`src/rtl/exc_entry_seq.sv`:
```
// exc_entry_seq: sequences exception/interrupt entry and eret exit around CP0 for the 5-stage pipeline.
module exc_entry_seq #(
  parameter logic [31:0] HANDLER_ADDR = 32'h0000_4180,
  parameter int          GUARD_CYCLES = 2,
  parameter int          BUS_TIMEOUT  = 16
) (
  input  logic        clk,
  input  logic        reset,
  input  logic        int_exc,
  input  logic        eret_M,
  input  logic [31:0] epc,
  input  logic        bus_busy,
  output logic [3:0]  flush,
  output logic [1:0]  pc_sel,
  output logic [31:0] pc_target,
  output logic        exl_set,
  output logic        exl_clr,
  output logic        stall_out,
  output logic        in_handler,
  output logic        bus_to_err,
  output logic [15:0] entry_cnt
);
  localparam int GW = GUARD_CYCLES > 0 ? $clog2(GUARD_CYCLES + 1) : 1;
  localparam int TW = $clog2(BUS_TIMEOUT + 1);
  localparam logic [GW-1:0] GUARD_INIT = GW'(GUARD_CYCLES > 0 ? GUARD_CYCLES - 1 : 0);
  localparam logic [TW-1:0] TMO_LAST = TW'(BUS_TIMEOUT - 1);
  typedef enum logic [1:0] {IDLE, WAIT_BUS, HANDLER, GUARD} state_t;
  state_t state;
  logic [GW-1:0] guard_cnt;
  logic [TW-1:0] tmo_cnt;
  logic entry, exit_act, to_wait, tmo_last;
  // Outputs are gated by reset so an asserted reset forces defaults even before the state settles.
  always_comb begin
    tmo_last   = tmo_cnt == TMO_LAST;
    entry      = reset && int_exc && ((state == IDLE && !bus_busy) ||
                 (state == WAIT_BUS && (!bus_busy || tmo_last)) || state == HANDLER);
    exit_act   = reset && !int_exc && eret_M && (state == IDLE || state == HANDLER);
    to_wait    = reset && state == IDLE && int_exc && bus_busy;
    bus_to_err = reset && state == WAIT_BUS && int_exc && bus_busy && tmo_last;
    stall_out  = to_wait || (reset && state == WAIT_BUS && int_exc && !entry);
    flush      = entry ? 4'b1111 : exit_act ? 4'b1110 : 4'b0000;
    pc_sel     = entry ? 2'b01 : exit_act ? 2'b10 : 2'b00;
    pc_target  = entry ? HANDLER_ADDR : exit_act ? epc : 32'h0;
    exl_set    = entry;
    exl_clr    = exit_act;
    in_handler = state == HANDLER;
  end
  always_ff @(posedge clk or negedge reset) begin
    if (!reset) begin
      state     <= IDLE;
      guard_cnt <= '0;
      tmo_cnt   <= '0;
      entry_cnt <= '0;
    end else begin
      if (entry && entry_cnt != 16'hFFFF) entry_cnt <= entry_cnt + 16'd1;
      if (entry) state <= HANDLER;
      else if (exit_act) begin
        state     <= GUARD_CYCLES == 0 ? IDLE : GUARD;
        guard_cnt <= GUARD_INIT;
      end else if (to_wait) begin
        state   <= WAIT_BUS;
        tmo_cnt <= '0;
      end else if (state == WAIT_BUS) begin
        if (!int_exc) state <= IDLE;
        else tmo_cnt <= tmo_cnt + 1'b1;
      end else if (state == GUARD) begin
        if (guard_cnt == '0) state <= IDLE;
        else guard_cnt <= guard_cnt - 1'b1;
      end
    end
  end
endmodule
```
`config.mk`:
```
export PLATFORM = sky130hd
export DESIGN_NAME = exc_entry_seq
export DESIGN_NICKNAME = d
export VERILOG_FILES = /design/src/rtl/exc_entry_seq.sv
export SDC_FILE = /design/constraint.sdc
export NUM_CORES = 1
export LEC_CHECK = 0
export CAP_MARGIN = 20
export CORE_ASPECT_RATIO = 0.75
export CORE_MARGIN = 3
export CORE_UTILIZATION = 38
export DETAILED_ROUTE_END_ITERATION = 10
export PLACE_DENSITY = 0.8
export SYNTH_ARGS = -nofsm -noshare
export SYNTH_HDL_FRONTEND = slang
export SYNTH_SLANG_ARGS = --single-unit
```
`constraint.sdc`:
```
create_clock -name clk -period 2.6 [get_ports clk]
set_input_delay 0.26 -clock clk [delete_from_list [all_inputs] [get_ports clk]]
set_output_delay 0.26 -clock clk [all_outputs]
set_load 0.03 [all_outputs]
```
==> flow_summary.ini, run 1 <==
[placed_design]
port_buffers = 95
pre_cts_ws_ps = 423
hpwl_mm = 3.58
place_congestion = 0.810

[sta]
final-max-slew-violation-count = 0
rsz0062_at_grt = false
fin_crit_ps = 2370
maxSlewHeadroom_pct = 53.5
fin_crit_sh_pct = 91.3
clock.fmax_mhz = 421
setup_tns_ps = 0
fin_worst_skew_ps = 5.00
setup_violations = 0
worst_slew_pin_slew_ps = 695
hold_violations = 0
worst_slack_ps = 226

[floorplanning]
die_w_um = 82.8
start_util_pct = 40.5
core_um2 = 4150
fp-row-count = 20
die_h_um = 63.6
ioPinCount = 96
die_area_um2 = 5260

[layout]
final_nets = 317
final_common_cell = clkdlybuf4s50_1
final_cell_mix = clkdlybuf4s50_1 (53), buf_4 (49), and2_1 (31)
final_layout_size_suffix_gt1_share_pct = 24.7
diodes = 0
syn_to_final_growth_pct = 55.2

[synth]
ys_seq_elements = 25
synth_cells = 181
yosysTopAreaCell = dfrtp_1
ys.flop_type = dfrtp_1
synth_area_leaders = dfrtp_1 (37%), and2_1 (12%), nand2_1 (4.2%)
synth_seq_area_share_pct = 37.2
avgSynthCellArea_um2 = 9.28
synthDistinctLibCells = 43
yosysWarnings = 0
syn_nets = 222
synth_top_area_share_pct = 37.2
synth_area_um2 = 1680
async_flop_share_pct = 100
synth-edff-count = 0

[power_and_ir_drop]
vdd_drop_max_uv = 526
p_sw_share_pct = 42.7
combPwrFrac_pct = 50.6
pwr-share-seq_pct = 35.7
internal_power_uw = 969
p_clk_share_pct = 13.7
power.leakage_nw = 1.24
p_sw_uw = 722
powerDensity_nw_per_um2 = 649

[global_routing]
antenna_found_initial = 0
grt.overflow.total = 0
grt_usage_pct = 17.4
grt_pass1_vias = 1504
grt_pass1_wl_mm = 7.29
grt_max_degree = 34

[setup_path]
rr_startpoint = tmo_cnt[0]
crit_chain = ha_1, and3_1, ha_1, nand2_1, a221o_1, inv_2, buf_4, buf_4
r2r_end = entry_cnt[1]
end_kind = primary output
crit_path_top_delay_cell = dfrtp_1
crit_arrival_ps = 2110
cp-start-kind = register
slowest_delay_ps = 390
rr_worst_depth = 7
required_ps = 2340
path_class = reg -> out
reg2reg_slack_ps = 430
path_max_fanout = 9

[run_status]
run_status = completed

[flow_run]
cap_violations = 0

[cts]
clk_latency_ps = 270
cts_num_sinks = 25
cts_buffer_depth = 2
clk_pin_slew_worst_paths_ps = 90
cts-htree-levels = 1
post_cts_buffers = 0
cts_root_buffer = clkbuf_8
tritoncts = yes
cts-buffers-inserted = 3

[route]
ant_nets = 0
wl_mm = 4.51
drc = 0
dr_total_vias = 1593
wl_per_cell_um = 13.7
vias_per_cell = 4.83
drtIter0Drc = 75
first_pass_iters = 4

[min_path]
hp-class = in -> async
## power groups by stage
stage          Sequential [mW]  Clock, mW  Combinational (mW)
6_report                 0.603      0.232               0.856
5_1_grt                  0.623      0.257               0.925
4_1_cts                  0.603      0.241               0.863
3_5_place_dp             0.610          0               0.860
3_3_place_gp             0.604          0               0.856
2_1_floorplan            0.653          0               0.519
## synthesized netlist by cell type (3+ instances only)
| library cell | count |
|---|---|
| o31ai_1 | 3 |
| xnor2_1 | 3 |
| a31oi_1 | 3 |
| nor2_1 | 3 |
| o21ai_0 | 7 |
| nand2b_1 | 3 |
| and3_1 | 3 |
| xor2_1 | 6 |
| nand3_1 | 6 |
| buf_6 | 3 |
| and2_1 | 31 |
| mux2_2 | 4 |
| a21oi_1 | 8 |
| inv_1 | 8 |
| dfrtp_1 | 25 |
| ha_1 | 4 |
| nand4_1 | 3 |
| buf_4 | 5 |
| clkbuf_1 | 4 |
| nand2_1 | 19 |
## stage by stage
stage | instances | hold WS [ps] | cell area (um^2) | total power [mW] | utilization (%)
finish | 330 | 345 | 2610 | 1.69 | 62.8
global route | 330 | 356 | 2610 | 1.80 | 62.8
CTS | 330 | 342 | 2610 | 1.71 | 62.8
detailed placement | 326 | 505 | 2560 | 1.47 | 61.7
global placement | 326 | 492 | 2560 | 1.46 | 61.7
floorplan | 181 | -35.6 | 1680 | 1.17 | -
## state kept, by name, indices dropped and copies added (netlist names)
register,flops
entry_cnt,16
guard_cnt,2
state,2
tmo_cnt,5
## worst max-delay path by stage
stage          startpoint         to  cells past startpoint
6_report       tmo_cnt[0]  pc_sel[0]                      8
5_1_grt        tmo_cnt[0]   flush[0]                      8
4_1_cts        tmo_cnt[0]  pc_sel[0]                      8
3_5_place_dp   tmo_cnt[0]  pc_sel[0]                      8
3_3_place_gp   tmo_cnt[0]    exl_set                      8
2_1_floorplan  tmo_cnt[0]   flush[2]                      8
## worst max-delay path: cells and delay by family (launching register included)
kind,cells,cell delay [ps]
fa+ha+maj,2,320
buf+inv,3,500
simple gates,2,250
flops,1,390
compound gates,1,380
## layout make-up
class / count / area (um^2)
fillers: 372 / 1550
clock buffers: 3 / 41.3
inverters: 8 / 30.0
clock inverters: 1 / 5.00
flip-flops and latches: 25 / 626
multi-input cells: 136 / 938
repair buffers: 102 / 898
well taps: 55 / 68.8
## timing repair
item / in CTS / in global routing
hold buffers: 0 / 0
setup endpoints to repair: 0 / 3
gates resized for setup: 0 / 1
## routing by layer
metal / routed length, um / track usage (%) / part of all wire, % / vias up
met5: 0 / 0 / 0 / -
met4: 17 / 1.84 / 0.38 / 0
met3: 231 / 4.86 / 5.1 / 5
met2: 2130 / 26.6 / 47 / 34
met1: 2130 / 25.1 / 47 / 740
li1: - / - / - / 814
## kinds of logic (layout without fill, tap and decap cells)
group	Yosys count	count (layout)	share of synthesized area, %
multiplexers	4	4	2.68
flip-flops	25	25	37.2
XOR/XNOR	9	9	4.69
buffers and inverters	20	114	6.92
AO/OA/AOI/OAI	30	30	11.4
adder cells (fa/ha/maj)	4	4	2.98
AND/OR/NAND/NOR	89	89	34.1
No activity file was read; power rests on OpenSTA's default activity.
==> inputs of run 2 (changes only) <==
--- a/config.mk
+++ b/config.mk
@@ -5,12 +5,11 @@
 export SDC_FILE = /design/constraint.sdc
 export NUM_CORES = 1
 export LEC_CHECK = 0
-export CAP_MARGIN = 20
 export CORE_ASPECT_RATIO = 0.75
 export CORE_MARGIN = 3
-export CORE_UTILIZATION = 38
+export CORE_UTILIZATION = 48
 export DETAILED_ROUTE_END_ITERATION = 10
-export PLACE_DENSITY = 0.8
+export DONT_BUFFER_PORTS = 1
 export SYNTH_ARGS = -nofsm -noshare
 export SYNTH_HDL_FRONTEND = slang
 export SYNTH_SLANG_ARGS = --single-unit
==> run 2 against run 1 <==
Effect of this change:
- critical path depth decreased by 1
- register-to-register slack got worse by 120 ps
- total power decreased by 13%
- die area decreased by 19%
- cell count decreased by 33%
- flip-flop and latch count unchanged
- clock skew increased by 0.71 ps
- clock power about the same
==> flow_summary.ini, run 2 (synthesized netlist as in run 1, its figures left out) <==
[run_status]
run_status = completed

[route]
dr_total_vias = 1294
wl_mm = 3.86
ant_nets = 0
drc = 0
drtIter0Drc = 55
wl_per_cell_um = 17.5
first_pass_iters = 6
vias_per_cell = 5.86

[setup_path]
crit_arrival_ps = 2110
required_ps = 2340
crit_path_top_delay_cell = a221o_2
path_max_fanout = 7
crit_chain = ha_1, and3_1, ha_1, nand2_1, a221o_2, clkinvlp_4, buf_4
rr_startpoint = tmo_cnt[0]
rr_worst_depth = 9
critPathCapture = flush[0]
reg2reg_slack_ps = 310
slowest_delay_ps = 450
cp-start-kind = register
path_class = reg -> out
end_kind = primary output
cp-startpoint = tmo_cnt[0]
r2r_end = entry_cnt[14]
cp_common_cell = ha_1

[cts]
clk_latency_ps = 270
tritoncts = yes
cts-htree-levels = 1
cts_root_buffer = clkbuf_8
clk_pin_slew_worst_paths_ps = 90
cts-buffers-inserted = 3
cts_num_sinks = 25
cts_buffer_depth = 2

[global_routing]
grt_pass1_vias = 1273
grt_pass1_wl_mm = 6.30
grt.overflow.total = 0
antenna_found_initial = 0
grt_max_degree = 34
grt_usage_pct = 19.0

[floorplanning]
die_w_um = 74.3
die_h_um = 57.2
core_um2 = 3150
start_util_pct = 53.4
ioPinCount = 96
fp-row-count = 17
die_area_um2 = 4250

[placed_design]
place_congestion = 0.805
port_buffers = 0
hpwl_mm = 2.99
pre_cts_ws_ps = 253

[power_and_ir_drop]
internal_power_uw = 774
p_sw_share_pct = 47.5
pwr-share-seq_pct = 48.0
vdd_drop_max_uv = 450
power.leakage_nw = 0.823
combPwrFrac_pct = 36.5
p_clk_share_pct = 15.6
powerDensity_nw_per_um2 = 827
p_sw_uw = 700

[sta]
fin_crit_ps = 2370
fin_crit_sh_pct = 91.2
rsz0062_at_grt = false
worst_slack_ps = 229
clock.fmax_mhz = 422
hold_violations = 0
setup_violations = 0
setup_tns_ps = 0
worst_slew_pin_slew_ps = 690
fin_worst_skew_ps = 5.71
final-max-slew-violation-count = 0
maxSlewHeadroom_pct = 53.8

[layout]
top_register = entry_cnt
largest_register_ffs = 16
fin_util_pct = 56.6
final_layout_size_suffix_gt1_share_pct = 15.8
reg_top3 = entry_cnt: 16 flops, tmo_cnt: 5 flops
final_common_cell = and2_1
syn_to_final_growth_pct = 6.11
final_nets = 225
final_cell_mix = and2_1 (31), dfrtp_1 (25), nand2_1 (19)
diodes = 0

[min_path]
holdPathStages = 3
hp-class = in -> reg

[flow_run]
cap_violations = 0
## run 2: repair_timing
action                                 4_1_cts  5_1_grt
endpoints found under the hold margin       25        0
cloned                                       0        0
setup endpoints to repair                    3        4
setup buffers                                2        0
gates resized for setup                      1        1
hold buffers                                 2        0
## run 2: per-stage QoR
| stage | total power [mW] | hold WS, ps | std cells | cell area [um^2] |
|---|---|---|---|---|
| final | 1.47 | 319 | 221 | 1780 |
| after global placement | 1.21 | -35.0 | 213 | 1690 |
| after CTS | 1.49 | 315 | 221 | 1780 |
| after floorplan | 1.17 | -35.6 | 181 | 1680 |
| after detailed placement | 1.23 | -35.0 | 213 | 1690 |
| after global routing | 1.58 | 327 | 221 | 1780 |
## run 2: final cells by class
| class | instances | area (um^2) |
|---|---|---|
| clock inverters | 1 | 5.00 |
| fillers | 285 | 1370 |
| repair buffers | 10 | 90.1 |
| clock buffers | 3 | 41.3 |
| multi-input cells | 136 | 940 |
| inverters | 8 | 33.8 |
| flip-flops and latches | 25 | 626 |
| well taps | 38 | 47.5 |
## run 2: worst min-delay path by stage
| stage | startpoint | to | slack, ps |
|---|---|---|---|
| 2_1_floorplan | reset | entry_cnt[0] | -40 |
| 6_report | eret_M | guard_cnt[0] | 320 |
| 3_3_place_gp | reset | tmo_cnt[2] | -30 |
| 3_5_place_dp | reset | tmo_cnt[2] | -30 |
| 4_1_cts | eret_M | guard_cnt[0] | 310 |
| 5_1_grt | eret_M | guard_cnt[0] | 330 |
## run 2: critical path, delay by kind of cell, from the launching register on
| family | cells | cell delay, ps |
|---|---|---|
| and+or+nand+nor | 2 | 260 |
| DFF | 1 | 390 |
| adders and majority gates | 2 | 340 |
| AOI/OAI and AO/OA | 1 | 450 |
| buffers and inverters | 2 | 400 |
## run 2: power groups by stage
stage          combinational, mW  sequential [mW]  clock [mW]
5_1_grt                    0.604            0.725       0.255
6_report                   0.538            0.707       0.229
2_1_floorplan              0.519            0.653           0
4_1_cts                    0.543            0.709       0.241
3_5_place_dp               0.515            0.718           0
3_3_place_gp               0.504            0.708           0
## run 2: per-layer routing
layer	wire length, um	up-vias	GRT usage (%)
met5	0	-	0
met2	1790	57	30.1
met4	18	0	2.54
met1	1700	602	25.2
li1	-	633	-
met3	349	2	7.75
==> RTL change 1: new RTL, config.mk and constraints of run 2 <==
Put one more register stage on the output `entry_cnt`. The value now appears one clock later. The other outputs are not delayed to match.
--- a/src/rtl/exc_entry_seq.sv
+++ b/src/rtl/exc_entry_seq.sv
@@ -25,6 +25,8 @@
   localparam logic [GW-1:0] GUARD_INIT = GW'(GUARD_CYCLES > 0 ? GUARD_CYCLES - 1 : 0);
   localparam logic [TW-1:0] TMO_LAST = TW'(BUS_TIMEOUT - 1);
   typedef enum logic [1:0] {IDLE, WAIT_BUS, HANDLER, GUARD} state_t;
+
+  logic [15:0] entry_cnt_s0;
   state_t state;
   logic [GW-1:0] guard_cnt;
   logic [TW-1:0] tmo_cnt;
@@ -50,9 +52,9 @@
       state     <= IDLE;
       guard_cnt <= '0;
       tmo_cnt   <= '0;
-      entry_cnt <= '0;
+      entry_cnt_s0 <= '0;
     end else begin
-      if (entry && entry_cnt != 16'hFFFF) entry_cnt <= entry_cnt + 16'd1;
+      if (entry && entry_cnt_s0 != 16'hFFFF) entry_cnt_s0 <= entry_cnt_s0 + 16'd1;
       if (entry) state <= HANDLER;
       else if (exit_act) begin
         state     <= GUARD_CYCLES == 0 ? IDLE : GUARD;
@@ -69,4 +71,8 @@
       end
     end
   end
+  always_ff @(posedge clk) begin
+    entry_cnt <= entry_cnt_s0;
+  end
+
 endmodule
Check against the original RTL: not equivalent (a bounded check fails within 4 cycles, from zero or initial values and one cycle with reset low).
==> RTL change 1 against run 2 <==
- setup slack worse by 0.083 ns
- routed wire length is 10% higher
- non-clock buffer count is 2 lower
- clock power up 110%
- power up 37%
- sequential cell count rose by 16
- cell area increased by 22%
- synthesized area up 16%
==> RTL change 1: results (changes against run 2) <==
fill count 311 (+9.1%); # setup viols final 0 (unchanged); total clock buffers created by CTS 5 (+2); vias in the first global route 1,353 (+6.3%); root buffer cell clkbuf_8; worst-margin pin slew 0.566 ns (-0.124 ns); CP Data Arrival Time 2.19 ns (+0.08 ns); critical-path maximum fanout 8 (+1); Cell variety after synth 46 (+7.0%); Worst VDD drop 0.000544 V (+21%); Leak Pwr 0.962 nW (+17%); Synth area leaders dfrtp_1, dfxtp_1, and2_1, xor2_1, nand2_1; outcome finished, final reports clean; synth cell count leaders and2_1, dfrtp_1, dfxtp_1; largest registers entry_cnt (16), entry_cnt_s0 (16), tmo_cnt (5); first-pass GRT wire length 6580 um (+4.4%); Worst Skew 0.00690 ns (+0.00119 ns); drt pass-1 iters 4 (-2); H-Tree Depth 2 (+1); Longest Clk Path Bufs 2 (unchanged); GRT Resource Usage Total 0.183 (-0.00713); Post-Route WL 4250 um (+10%); YS warnings 0 (unchanged); Mapped Nets 233 (+5.0%); fin nets 237 (+5.3%); IO buf count 0 (unchanged); layout cell share with drive strength beyond 1 0.137 (-0.0214); worst hold path class input pin to flip-flop; latest clock arrival within the worst-skew pair 0.29 ns (+0.02 ns); Final HPWL DP 3240 um (+8.2%); antenna cells 0 (unchanged); Reg clk slew, reported paths 0.08 ns; post-synth top area cell dfrtp_1; via/cell ratio 5.60 (-4.3%); largest net degree at the start of global routing 34 (unchanged); routability cong. 0.833 (+3.5%); Seq/Total Area, Yosys 0.486 (+0.113); fraction of registers with async set/reset 0.610 (-0.390); initial antenna violation count 0 (unchanged); final hold violations 0 (unchanged); drt initial violations 121 (+120%)
RTL change 1: cell count changes after synthesis, sizes merged, moves of 2 or more:
cell / change
nor3: +2
o21ai: -4
a21oi: -4
nand3: -2
nor2: +7
nand2: -5
dfxtp: +16
nor4bb: +2
nor4: -2
xnor2: +2
or2: +2
RTL change 1: per-stage QoR:
step,total power [mW],area (um^2),utilization,setup slack [ns],cells
after global placement,1.52,2030,0.536,0.468,239
final,2.02,2170,0.574,0.146,249
after floorplan,1.43,1950,-,0.396,192
after CTS,2.04,2160,0.572,0.0154,249
after detailed placement,1.53,2030,0.536,0.357,239
after global routing,2.14,2170,0.574,0.0208,249
RTL change 1: worst max-delay path, cell delays in order, from the launching register on:
cell	delay (ns)
dfrtp_1	0.42
ha_1	0.23
and3_1	0.19
ha_1	0.21
nand2_1	0.09
a221o_1	0.17
inv_2	0.08
or2_2	0.34
buf_12	0.17
RTL change 1: cell type report:
class / instances / area share
flip-flops and latches: 41 / 0.436
clock inverters: 2 / 0.0161
well taps: 52 / 0.0300
multi-input cells: 133 / 0.429
clock buffers: 6 / 0.0334
inverters: 7 / 0.0121
repair buffers: 8 / 0.0438
RTL change 1: logic make-up after synthesis:
logic type / synth area share
AND/OR/NAND/NOR: 0.289
flip-flops: 0.486
AO/OA/AOI/OAI: 0.0803
buffers and inverters: 0.0443
XOR/XNOR: 0.0578
adder cells (fa/ha/maj): 0.0257
multiplexers: 0.0173
RTL change 1: path summary, 6_finish.rpt:
path / from / to / slack, ns / cells after the start
worst max-delay path: tmo_cnt[0] / flush[2] / 0.15 / 8
worst min-delay path: int_exc / guard_cnt[1] / 0.17 / 2
worst max register to register: tmo_cnt[0] / entry_cnt_s0[5] / 0.36 / 8
worst min register to register: entry_cnt_s0[1] / entry_cnt[1] / 0.44 / 0
max in group asynchronous: reset / entry_cnt_s0[5] / 2.04 / 2
min in group asynchronous: reset / tmo_cnt[0] / 0.40 / 2
RTL change 1: repair_timing:
action                                 CTS  global route
setup endpoints to repair                0             6
endpoints found under the hold margin   25             0
hold buffers                             2             0
buffers inserted                         0             0
gates resized for setup                  0             3
RTL change 1: metal layers:
metal / GRT usage / wire length [um] / part of all wire
met2: 0.283 / 1970 / 0.46
met3: 0.0526 / 317 / 0.075
met1: 0.239 / 1920 / 0.45
met4: 0.0907 / 50 / 0.012
met5: 0 / 0 / 0
RTL change 1: report_power, final:
part	switching, mW	total (mW)	leakage, nW	internal (mW)
registers	0.237	1.01	0.455	0.775
logic	0.332	0.523	0.452	0.191
clock network	0.204	0.489	0.0552	0.285
total	0.773	2.02	0.962	1.25
==> RTL change 2: new RTL, settings of run 2 <==
Without the edit above. `GUARD_CYCLES`: 2 -> 4.
--- a/src/rtl/exc_entry_seq.sv
+++ b/src/rtl/exc_entry_seq.sv
@@ -1,7 +1,7 @@
 // exc_entry_seq: sequences exception/interrupt entry and eret exit around CP0 for the 5-stage pipeline.
 module exc_entry_seq #(
   parameter logic [31:0] HANDLER_ADDR = 32'h0000_4180,
-  parameter int          GUARD_CYCLES = 2,
+  parameter int          GUARD_CYCLES = 4,
   parameter int          BUS_TIMEOUT  = 16
 ) (
   input  logic        clk,
Function: changed (Yosys sat finds a counterexample within 4 cycles, from zero or initial values and one cycle with reset low).
==> RTL change 2 against run 2 <==
- first-iteration DRC count grew 62%
- power rose by 9.7%
- largest power group unchanged
- clock power up 14%
- core utilization shrank 0.86 points
- setup slack lost 0.061 ns
- sequential cell count grew 1
- cell area grew 4.3%
- sequential power is 9.3% higher
- synthesized area is 0.74% higher
- hold slack worse by 0.15 ns
- count of clock-buffer cells in the layout rose by 1
- routed wire length rose by 4.4%
- die area rose by 0.68%
==> RTL change 2: results (changes against run 2) <==
outcome finished, final reports clean; routing usage on met2 0.334 (+0.0337); hold depth 2 (-1); fill count 299 (+4.9%); Worst Hold End guard_cnt[2]; fin util 0.558 (-0.00857); Mapped Nets 234 (+5.4%); drt initial violations 89 (+62%); Seq/Total Area, Yosys 0.384 (+0.0120); Post-Route WL 4030 um (+4.4%); Worst R2R Path Depth 8 (-1); worst-margin pin slew 0.668 ns (-0.0221 ns); routability cong. 0.831 (+3.3%); drt pass-1 iters 4 (-2); Synth area leaders dfrtp_1, and2_1, xor2_1, nand2_1, nand3_1; drt wl/cell 17.1 um (-2.2%); inverters 9 (+1); Cell variety after synth 38 (-12%); NonClk Buf Share 0.0606 (+0.0100); Compound-Gate Fraction of Synth Area 0.0946 (-0.0193); Final HPWL DP 3100 um (+3.7%); Worst VDD drop 0.000510 V (+13%); Synth Area in XOR/XNOR 0.0776 (+0.0307); first-pass GRT wire length 6570 um (+4.3%); Hold WS 0.166 ns (-0.153 ns); comb_multi_in 145 (+6.6%); largest registers entry_cnt (16), tmo_cnt (5), guard_cnt (3); synth cell count leaders and2_1, dfrtp_1, nand2_1; fin nets 239 (+6.2%); layout cell share with drive strength beyond 1 0.117 (-0.0411); Gate Count Post-Synth 192 (+6.1%); ClkCell Share 0.0296 (+0.00364); Non-Clock Buffer Count 12 (+2); Met3 Routed Length 261 um (-25%); dpl ws 0.292 ns (+0.0396 ns); RR Endpoint entry_cnt[11]; post-synthesis mux area share 0.0200 (-0.00685); CLK BUF 4 (+1); GRT Resource Usage Total 0.197 (+0.00683); FF/Latch Area 651 um^2 (+4.0%); M1 GR Usage 0.252 (-0.000535); CORE AREA 0.00333 mm^2 (+5.9%); Leak Pwr 0.841 nW (+2.2%); Area after DPL 0.00174 mm^2 (+3.3%); via/cell ratio 5.89 (+0.66%); hold wc startpoint int_exc; vias in the first global route 1,357 (+6.6%); met3 Usage GRT 0.0317 (-0.0458); DRT met1 WL 1670 um (-1.6%); setup slack, reg-to-reg 0.24 ns (-0.07 ns); seq_cells 26 (+4.0%); Met2 Routed Length 2040 um (+13%)
## RTL change 2: repair_timing
action / CTS / global route
endpoints found under the setup margin: 0 / 5
setup buffers: 0 / 3
hold endpoints to repair: 26 / 0
resized for setup: 0 / 3
hold buffers: 2 / 0
## RTL change 2: worst max-delay path by stage
| stage | start | endpoint | slack (ns) | cells past startpoint |
|---|---|---|---|---|
| 6_report | tmo_cnt[0] | flush[0] | 0.17 | 7 |
| 5_1_grt | tmo_cnt[1] | flush[0] | 0.03 | 7 |
| 4_1_cts | tmo_cnt[0] | flush[3] | 0.09 | 8 |
| 3_5_place_dp | tmo_cnt[0] | entry_cnt[1] | 0.29 | 8 |
| 3_3_place_gp | tmo_cnt[0] | entry_cnt[1] | 0.37 | 8 |
| 2_1_floorplan | tmo_cnt[0] | flush[2] | 0.23 | 9 |
## RTL change 2: power by group
part,switching (mW),internal (mW)
Clock,0.126,0.135
Combinational,0.363,0.220
Sequential,0.256,0.517
Total,0.745,0.873
